File: src/rtl/acc_req_tracker_pkg.sv
// Shared types and constants for the accelerator request tracker.
// Provides register-file sizing, the response record, the response-register
// state encoding and small index/width helper functions.
package acc_req_tracker_pkg;

    localparam int unsigned NumRegs     = 32'd32;
    localparam int unsigned RegIdxWidth = 32'd5;

    localparam logic [RegIdxWidth-1:0] ZeroReg = 5'd0;
    localparam logic [RegIdxWidth-1:0] LastReg = 5'd31;

    // Response record at the default operand/id widths.
    typedef struct packed {
        logic [0:0]             id;
        logic [RegIdxWidth-1:0] rd;
        logic [31:0]            data0;
        logic [31:0]            data1;
        logic                   dual_writeback;
        logic                   error;
    } acc_tracker_rsp_t;

    typedef enum logic {
        RSP_EMPTY = 1'b0,
        RSP_FULL  = 1'b1
    } rsp_state_e;

    // Bits needed to index num_idx distinct values (at least one bit).
    function automatic int unsigned idx_width(input int unsigned num_idx);
        return (num_idx > 32'd1) ? unsigned'($clog2(num_idx)) : 32'd1;
    endfunction

    // One-hot mask selecting a single architectural register.
    function automatic logic [NumRegs-1:0] reg_onehot(input logic [RegIdxWidth-1:0] idx);
        return {{(NumRegs-1){1'b0}}, 1'b1} << idx;
    endfunction

endpackage

File: src/rtl/acc_req_tracker_scoreboard.sv
// Busy scoreboard for pending destination registers.
// Ports:
//   clk_i/rst_ni            clock, async active-low reset
//   set_*_i                 issue-side update (rd, wb, dual)
//   clr_*_i                 response-side retirement (rd, dual)
//   chk_*_i / hazard_o      hazard lookup for the request at the core port
//   busy_o                  current busy vector (bit 0 always clear)
module acc_tracker_scoreboard
    import acc_req_tracker_pkg::*;
(
    input  logic                     clk_i,
    input  logic                     rst_ni,
    input  logic                     set_en_i,
    input  logic [RegIdxWidth-1:0]   set_rd_i,
    input  logic                     set_wb_i,
    input  logic                     set_dual_i,
    input  logic                     clr_en_i,
    input  logic [RegIdxWidth-1:0]   clr_rd_i,
    input  logic                     clr_dual_i,
    input  logic [2:0]               chk_rs_valid_i,
    input  logic [3*RegIdxWidth-1:0] chk_rs_i,
    input  logic [RegIdxWidth-1:0]   chk_rd_i,
    input  logic                     chk_wb_i,
    input  logic                     chk_dual_i,
    output logic                     hazard_o,
    output logic [NumRegs-1:0]       busy_o
);

    logic [NumRegs-1:0]     busy_q, busy_d;
    logic [NumRegs-1:0]     set_mask_s, clr_mask_s;
    logic [RegIdxWidth-1:0] set_rd_nxt_s, clr_rd_nxt_s, chk_rd_nxt_s;
    logic                   hazard_s;

    assign set_rd_nxt_s = set_rd_i + 5'd1;
    assign clr_rd_nxt_s = clr_rd_i + 5'd1;
    assign chk_rd_nxt_s = chk_rd_i + 5'd1;

    // Build set/clear masks; the pair partner rd+1 never wraps past r31.
    always_comb begin
        set_mask_s = {NumRegs{1'b0}};
        clr_mask_s = {NumRegs{1'b0}};
        set_mask_s = set_mask_s
                   | ((set_en_i & (set_wb_i | set_dual_i) & (set_rd_i != ZeroReg))
                        ? reg_onehot(set_rd_i) : {NumRegs{1'b0}})
                   | ((set_en_i & set_dual_i & (set_rd_i != LastReg))
                        ? reg_onehot(set_rd_nxt_s) : {NumRegs{1'b0}});
        clr_mask_s = clr_mask_s
                   | (clr_en_i ? reg_onehot(clr_rd_i) : {NumRegs{1'b0}})
                   | ((clr_en_i & clr_dual_i & (clr_rd_i != LastReg))
                        ? reg_onehot(clr_rd_nxt_s) : {NumRegs{1'b0}});
        // Clear first, then set, so a same-cycle issue keeps the register busy.
        busy_d = ((busy_q & ~clr_mask_s) | set_mask_s) & ~reg_onehot(ZeroReg);
    end

    // Hazard lookup against sources and destination(s) of the offered request.
    always_comb begin
        hazard_s = 1'b0;
        for (int i = 0; i < 3; i++) begin
            hazard_s = hazard_s
                     | (chk_rs_valid_i[i] & busy_q[chk_rs_i[i*RegIdxWidth +: RegIdxWidth]]);
        end
        hazard_s = hazard_s
                 | ((chk_wb_i | chk_dual_i) & busy_q[chk_rd_i])
                 | (chk_dual_i & (chk_rd_i != LastReg) & busy_q[chk_rd_nxt_s]);
    end

    // Busy vector register.
    always_ff @(posedge clk_i or negedge rst_ni) begin
        if (!rst_ni) begin
            busy_q <= {NumRegs{1'b0}};
        end else begin
            busy_q <= busy_d;
        end
    end

    assign hazard_o = hazard_s;
    assign busy_o   = busy_q;

endmodule

File: src/rtl/acc_req_tracker.sv
// Core-side issue stage in front of an accelerator interconnect requester port.
// Requests pass through combinationally when they carry no register hazard and
// the in-flight limit is not reached; responses return via a one-entry register.
// Ports:
//   core_q_*   request from core (valid/ready, payload, register usage)
//   acc_q_*    forwarded request to interconnect
//   acc_p_*    response from interconnect
//   core_p_*   registered response to core
//   outstanding_o, busy_o, spurious_rsp_o   status
module acc_req_tracker
    import acc_req_tracker_pkg::*;
#(
    parameter int unsigned DataWidth      = 32'd32,
    parameter int unsigned AddrWidth      = 32'd4,
    parameter int unsigned IdWidth        = 32'd1,
    parameter int unsigned MaxOutstanding = 32'd4
) (
    input  logic                   clk_i,
    input  logic                   rst_ni,
    input  logic                   core_q_valid_i,
    output logic                   core_q_ready_o,
    input  logic [AddrWidth-1:0]   core_q_addr_i,
    input  logic [IdWidth-1:0]     core_q_id_i,
    input  logic [31:0]            core_q_data_op_i,
    input  logic [DataWidth-1:0]   core_q_data_arga_i,
    input  logic [DataWidth-1:0]   core_q_data_argb_i,
    input  logic [DataWidth-1:0]   core_q_data_argc_i,
    input  logic [2:0]             core_q_rs_valid_i,
    input  logic [14:0]            core_q_rs_i,
    input  logic [4:0]             core_q_rd_i,
    input  logic                   core_q_wb_i,
    input  logic                   core_q_dual_i,
    output logic                   acc_q_valid_o,
    input  logic                   acc_q_ready_i,
    output logic [AddrWidth-1:0]   acc_q_addr_o,
    output logic [IdWidth-1:0]     acc_q_id_o,
    output logic [31:0]            acc_q_data_op_o,
    output logic [DataWidth-1:0]   acc_q_data_arga_o,
    output logic [DataWidth-1:0]   acc_q_data_argb_o,
    output logic [DataWidth-1:0]   acc_q_data_argc_o,
    input  logic                   acc_p_valid_i,
    output logic                   acc_p_ready_o,
    input  logic [IdWidth-1:0]     acc_p_id_i,
    input  logic [4:0]             acc_p_rd_i,
    input  logic [DataWidth-1:0]   acc_p_data0_i,
    input  logic [DataWidth-1:0]   acc_p_data1_i,
    input  logic                   acc_p_dual_writeback_i,
    input  logic                   acc_p_error_i,
    output logic                   core_p_valid_o,
    input  logic                   core_p_ready_i,
    output logic [IdWidth-1:0]     core_p_id_o,
    output logic [4:0]             core_p_rd_o,
    output logic [DataWidth-1:0]   core_p_data0_o,
    output logic [DataWidth-1:0]   core_p_data1_o,
    output logic                   core_p_dual_writeback_o,
    output logic                   core_p_error_o,
    output logic [3:0]             outstanding_o,
    output logic [31:0]            busy_o,
    output logic                   spurious_rsp_o
);

    localparam int unsigned OutCntWidth = idx_width(MaxOutstanding + 32'd1);

    typedef struct packed {
        logic [IdWidth-1:0]     id;
        logic [RegIdxWidth-1:0] rd;
        logic [DataWidth-1:0]   data0;
        logic [DataWidth-1:0]   data1;
        logic                   dual_writeback;
        logic                   error;
    } rsp_t;

    rsp_state_e             rsp_state_q, rsp_state_d;
    rsp_t                   rsp_q, rsp_d;
    logic [OutCntWidth-1:0] cnt_q, cnt_d;
    logic                   spurious_q, spurious_d;
    logic                   hazard_s, stall_s, issue_fire_s, rsp_accept_s, acc_p_ready_s;
    logic [NumRegs-1:0]     busy_s;

    acc_tracker_scoreboard i_scoreboard (
        .clk_i          (clk_i),
        .rst_ni         (rst_ni),
        .set_en_i       (issue_fire_s),
        .set_rd_i       (core_q_rd_i),
        .set_wb_i       (core_q_wb_i),
        .set_dual_i     (core_q_dual_i),
        .clr_en_i       (rsp_accept_s),
        .clr_rd_i       (acc_p_rd_i),
        .clr_dual_i     (acc_p_dual_writeback_i),
        .chk_rs_valid_i (core_q_rs_valid_i),
        .chk_rs_i       (core_q_rs_i),
        .chk_rd_i       (core_q_rd_i),
        .chk_wb_i       (core_q_wb_i),
        .chk_dual_i     (core_q_dual_i),
        .hazard_o       (hazard_s),
        .busy_o         (busy_s)
    );

    assign stall_s       = hazard_s | (cnt_q == OutCntWidth'(MaxOutstanding));
    assign issue_fire_s  = core_q_valid_i & ~stall_s & acc_q_ready_i;
    // The register can take a new response when empty or when it drains this cycle.
    assign acc_p_ready_s = (rsp_state_q == RSP_EMPTY) | core_p_ready_i;
    assign rsp_accept_s  = acc_p_valid_i & acc_p_ready_s;

    assign acc_q_valid_o     = core_q_valid_i & ~stall_s;
    assign core_q_ready_o    = acc_q_ready_i & ~stall_s;
    assign acc_q_addr_o      = core_q_addr_i;
    assign acc_q_id_o        = core_q_id_i;
    assign acc_q_data_op_o   = core_q_data_op_i;
    assign acc_q_data_arga_o = core_q_data_arga_i;
    assign acc_q_data_argb_o = core_q_data_argb_i;
    assign acc_q_data_argc_o = core_q_data_argc_i;

    // Response register next state: hold unless a new response is accepted.
    always_comb begin
        rsp_state_d = rsp_state_q;
        rsp_d       = rsp_q;
        case (rsp_state_q)
            RSP_EMPTY: rsp_state_d = acc_p_valid_i ? RSP_FULL : RSP_EMPTY;
            RSP_FULL:  rsp_state_d = (core_p_ready_i & ~acc_p_valid_i) ? RSP_EMPTY : RSP_FULL;
            default:   rsp_state_d = RSP_EMPTY;
        endcase
        if (rsp_accept_s) begin
            rsp_d.id             = acc_p_id_i;
            rsp_d.rd             = acc_p_rd_i;
            rsp_d.data0          = acc_p_data0_i;
            rsp_d.data1          = acc_p_data1_i;
            rsp_d.dual_writeback = acc_p_dual_writeback_i;
            rsp_d.error          = acc_p_error_i;
        end else begin
            rsp_d = rsp_q;
        end
    end

    // In-flight counter and spurious-response detection.
    always_comb begin
        cnt_d = cnt_q;
        case ({issue_fire_s, rsp_accept_s})
            2'b10:   cnt_d = cnt_q + OutCntWidth'(1);
            2'b01:   cnt_d = (cnt_q == '0) ? cnt_q : cnt_q - OutCntWidth'(1);
            default: cnt_d = cnt_q;
        endcase
        spurious_d = rsp_accept_s
                   & ((cnt_q == '0) | ((acc_p_rd_i != ZeroReg) & ~busy_s[acc_p_rd_i]));
    end

    // State, response and counter registers.
    always_ff @(posedge clk_i or negedge rst_ni) begin
        if (!rst_ni) begin
            rsp_state_q <= RSP_EMPTY;
            rsp_q       <= '0;
            cnt_q       <= '0;
            spurious_q  <= 1'b0;
        end else begin
            rsp_state_q <= rsp_state_d;
            rsp_q       <= rsp_d;
            cnt_q       <= cnt_d;
            spurious_q  <= spurious_d;
        end
    end

    assign acc_p_ready_o           = acc_p_ready_s;
    assign core_p_valid_o          = (rsp_state_q == RSP_FULL);
    assign core_p_id_o             = rsp_q.id;
    assign core_p_rd_o             = rsp_q.rd;
    assign core_p_data0_o          = rsp_q.data0;
    assign core_p_data1_o          = rsp_q.data1;
    assign core_p_dual_writeback_o = rsp_q.dual_writeback;
    assign core_p_error_o          = rsp_q.error;
    assign outstanding_o           = 4'(cnt_q);
    assign busy_o                  = busy_s;
    assign spurious_rsp_o          = spurious_q;

endmodule

File: config.mk
export PLATFORM = sky130hd
export DESIGN_NAME = acc_req_tracker
export DESIGN_NICKNAME = d
export VERILOG_FILES = /design/src/rtl/acc_req_tracker_pkg.sv /design/src/rtl/acc_req_tracker_scoreboard.sv /design/src/rtl/acc_req_tracker.sv
export SDC_FILE = /design/constraint.sdc
export NUM_CORES = 1
export LEC_CHECK = 0
export BUFFER_PORTS_ARGS = -buffer_cell sky130_fd_sc_hd__buf_2
export CAP_MARGIN = 15
export CORE_AREA = 3 3 184 186
export DETAILED_ROUTE_END_ITERATION = 6
export DIE_AREA = 0 0 187 189
export GPL_ROUTABILITY_DRIVEN = 1
export PLACE_DENSITY = 0.45
export SKIP_CTS_REPAIR_TIMING = 1
export SYNTH_ARGS = -nofsm -noshare
export SYNTH_HDL_FRONTEND = slang
export SYNTH_SLANG_ARGS = --single-unit
File: constraint.sdc
create_clock -name clk_i -period 3.6 [get_ports clk_i]
set_clock_uncertainty 0.15 [all_clocks]
set_input_delay 0 -clock clk_i [delete_from_list [all_inputs] [get_ports clk_i]]
set_output_delay 0 -clock clk_i [all_outputs]
set_load 0.02 [all_outputs]
==> flow_summary.json <==
{
  "fin_crit_sh_pct": 95.6,
  "vias": 7608,
  "dr.pass1.iters": 5,
  "dieHeight_um": 189,
  "yosysSeqAreaShare_pct": 35.3,
  "crit-reg2reg-launch": "i_scoreboard.busy_o[14]",
  "drc": 0,
  "place_congestion": 0.906,
  "maxCapViolCount": 0,
  "drtAntennaViolNets": 0,
  "top_layer_used": "met4",
  "yosys-top-cells-count": "nand2_1 (253), buf_4 (135), dfrtp_1 (108)",
  "layout.nets": 1377,
  "p_leak_nw": 5.07,
  "drive_gt1_share_pct": 29.6,
  "hold_viol": 0,
  "worstSetupPathType": "reg -> reg",
  "avgSynthCellArea_um2": 9.18,
  "r2r_slack_ps": 160,
  "syn_to_final_growth_pct": 41.6,
  "cp_top_family": "compound AO/OA/AOI/OAI gates",
  "hold_class": "in -> reg",
  "power.density_nw_per_um2": 440,
  "drt-total-wl_um": 31400,
  "cpMaxStageDelayCell": "dfrtp_1",
  "cts_tree": "built",
  "io_buffers": 213,
  "setup_viol": 0,
  "min_period_ps": 3440,
  "crit_fanout": 11,
  "coreArea_um2": 32500,
  "critPathBufInv": 0,
  "grt_max_degree": 109,
  "place_hpwl_um": 21500,
  "start_util_pct": 23.6,
  "h-tree-depth": 3,
  "grt_pass1_vias": 6704,
  "synth_top_cell_by_area": "dfrtp_1",
  "fin_area_um2": 10800,
  "cts_max_path_buffers": 2,
  "reg2regPathDepth": 11,
  "grt.total_usage_pct": 15.5,
  "cp.depth": 11,
  "min_from": "acc_p_rd_i[2]",
  "yosysWarnings": 0,
  "dr_wl_met3_um": 2800,
  "status": "finished, final reports clean",
  "max_slew_margin_pct": 41.5,
  "yosysTopAreaCellShare_pct": 35.3,
  "cts_root_buffer": "clkbuf_16",
  "grt_antenna_before_repair": 5,
  "async_flop_share_pct": 100,
  "fmax_ghz": 0.291,
  "row_count": 66,
  "die_w_um": 187,
  "utilization_pct": 33.4,
  "setup_slack_ps": 160,
  "path_clk_slew_ps": 70,
  "ys.flop_type": "dfrtp_1",
  "io_pins": 482,
  "wl_met2_um": 15500,
  "wl_per_cell_um": 19.8,
  "clk_latency_ps": 360,
  "synth_edf_count": 0,
  "ys_types": 60,
  "yosysMostFrequentCell": "nand2_1",
  "peakVddDrop_mv": 0.255,
  "drt_iter0_markers": 494,
  "critPathMaxStageDelay_ps": 510,
  "cp.arrival_ps": 3580,
  "syn-cell-area_um2": 7660,
  "cts_made_buffers": 9,
  "critPathRequiredTime_ps": 3740,
  "tns_ps": 0,
  "pre_cts_slack_ps": 59.0,
  "grt_pass1_wl_um": 42000,
  "ys_top_cells_by_area": "dfrtp_1 (35%), buf_4 (13%), nand2_1 (12%)",
  "slew_viol_final": 0,
  "postSynthCellCount": 834,
  "holdPathStages": 3,
  "tightest_slew_ps": 877,
  "die_area_um2": 35300,
  "grt_overflow": 0,
  "dpl_cell_area_um2": 8410,
  "r2r_end": "cnt_q[2]",
  "ys_ff_latch": 108,
  "path_cells": "mux4_2, a22oi_1, o31ai_1, a222oi_1, a21boi_1, nand4_4, nand2_1, fa_1, nor4b_1, mux2i_1, o21ai_1",
  "start_kind": "flip-flop",
  "whs_ps": 35.8,
  "avgViaCountPerCell": 4.82,
  "cts_sinks": 108,
  "cp-end-kind": "flip-flop",
  "min_to": "core_p_rd_o[2]",
  "wl_met1_um": 12200
}
==> cells by family (layout without fill, tap and decap cells) <==
kind of cell    after synthesis  count (layout)  synth area share [%]
compound gates              107             107                  11.6
xor+xnor                      4               4                 0.458
fa+ha+maj                    12              12                  2.06
buf+inv                     201             500                  16.6
flops                       108             108                  35.3
mux                          66              66                  15.4
other cells                   1               6                0.0490
simple gates                335             335                  18.6
==> area by class of cell <==
class | instances | area [um^2]
Antenna cell | 4 | 10.0
Clock buffer | 10 | 239
Clock inverter | 6 | 63.8
Fill cell | 3311 | 21600
Inverter | 18 | 67.6
Multi-Input combinational cell | 526 | 3700
Sequential cell | 108 | 2700
Tap cell | 442 | 553
Timing Repair Buffer | 466 | 3510
==> worst register-to-register path: stages (launching register included) <==
cell and delay [ps]:
dfrtp_1 510, mux4_2 520, a22oi_1 180, o31ai_1 130, a222oi_1 420, a21boi_1 390
nand4_4 260, nand2_1 150, fa_1 230, nor4b_1 250, mux2i_1 110, o21ai_1 80
==> layout by cell type (no fill, tap or decap), types with 11 or more instances in the layout <==
cell type / instances
mux2_2: 11
dlygate4sd3_1: 211
nor2_1: 17
buf_2: 212
inv_1: 16
dfrtp_1: 108
o221ai_1: 52
o21ai_0: 14
mux2i_1: 14
mux4_2: 40
nand2_1: 252
buf_4: 42
ha_1: 11
==> metrics by stage <==
step	instances	power, mW
2_1_floorplan	835	2.86
3_5_place_dp	1349	3.42
3_3_place_gp	1349	3.43
6_report	1580	4.77
5_1_grt	1580	5.03
4_1_cts	1365	4.49
==> flip-flops by register name (all words and copies together), names as in the netlist <==
signal and cells:
core_p_dual_writeback_o 1, core_p_data1_o 32, core_p_rd_o 5, cnt_q 3, core_p_id_o 1, core_p_data0_o 32
core_p_error_o 1, core_p_valid_o 1, spurious_rsp_o 1, i_scoreboard.busy_o 31
==> per-layer routing <==
layer / vias up / GRT usage (%)
li1: 3377 / -
met1: 3689 / 18.9
met2: 497 / 26.0
met3: 45 / 4.31
met4: 0 / 5.79
met5: - / 0.275
==> how the worst max path moves through the flow <==
stage,startpoint,endpoint,slack (ps)
2_1_floorplan,core_q_rd_i[0],cnt_q[2],40
3_3_place_gp,core_q_rs_i[6],i_scoreboard.busy_o[13],130
3_5_place_dp,core_q_rd_i[1],cnt_q[2],60
4_1_cts,i_scoreboard.busy_o[23],cnt_q[2],80
5_1_grt,i_scoreboard.busy_o[7],cnt_q[2],-7
6_report,i_scoreboard.busy_o[14],cnt_q[2],160
==> power by group <==
part,internal [mW],switching [mW],total [mW],leakage (nW)
registers,1.42,0.195,1.62,1.36
logic,0.897,1.21,2.11,3.57
clock network,0.558,0.486,1.04,0.144
Note: power is estimated with default switching activity, not from simulation.
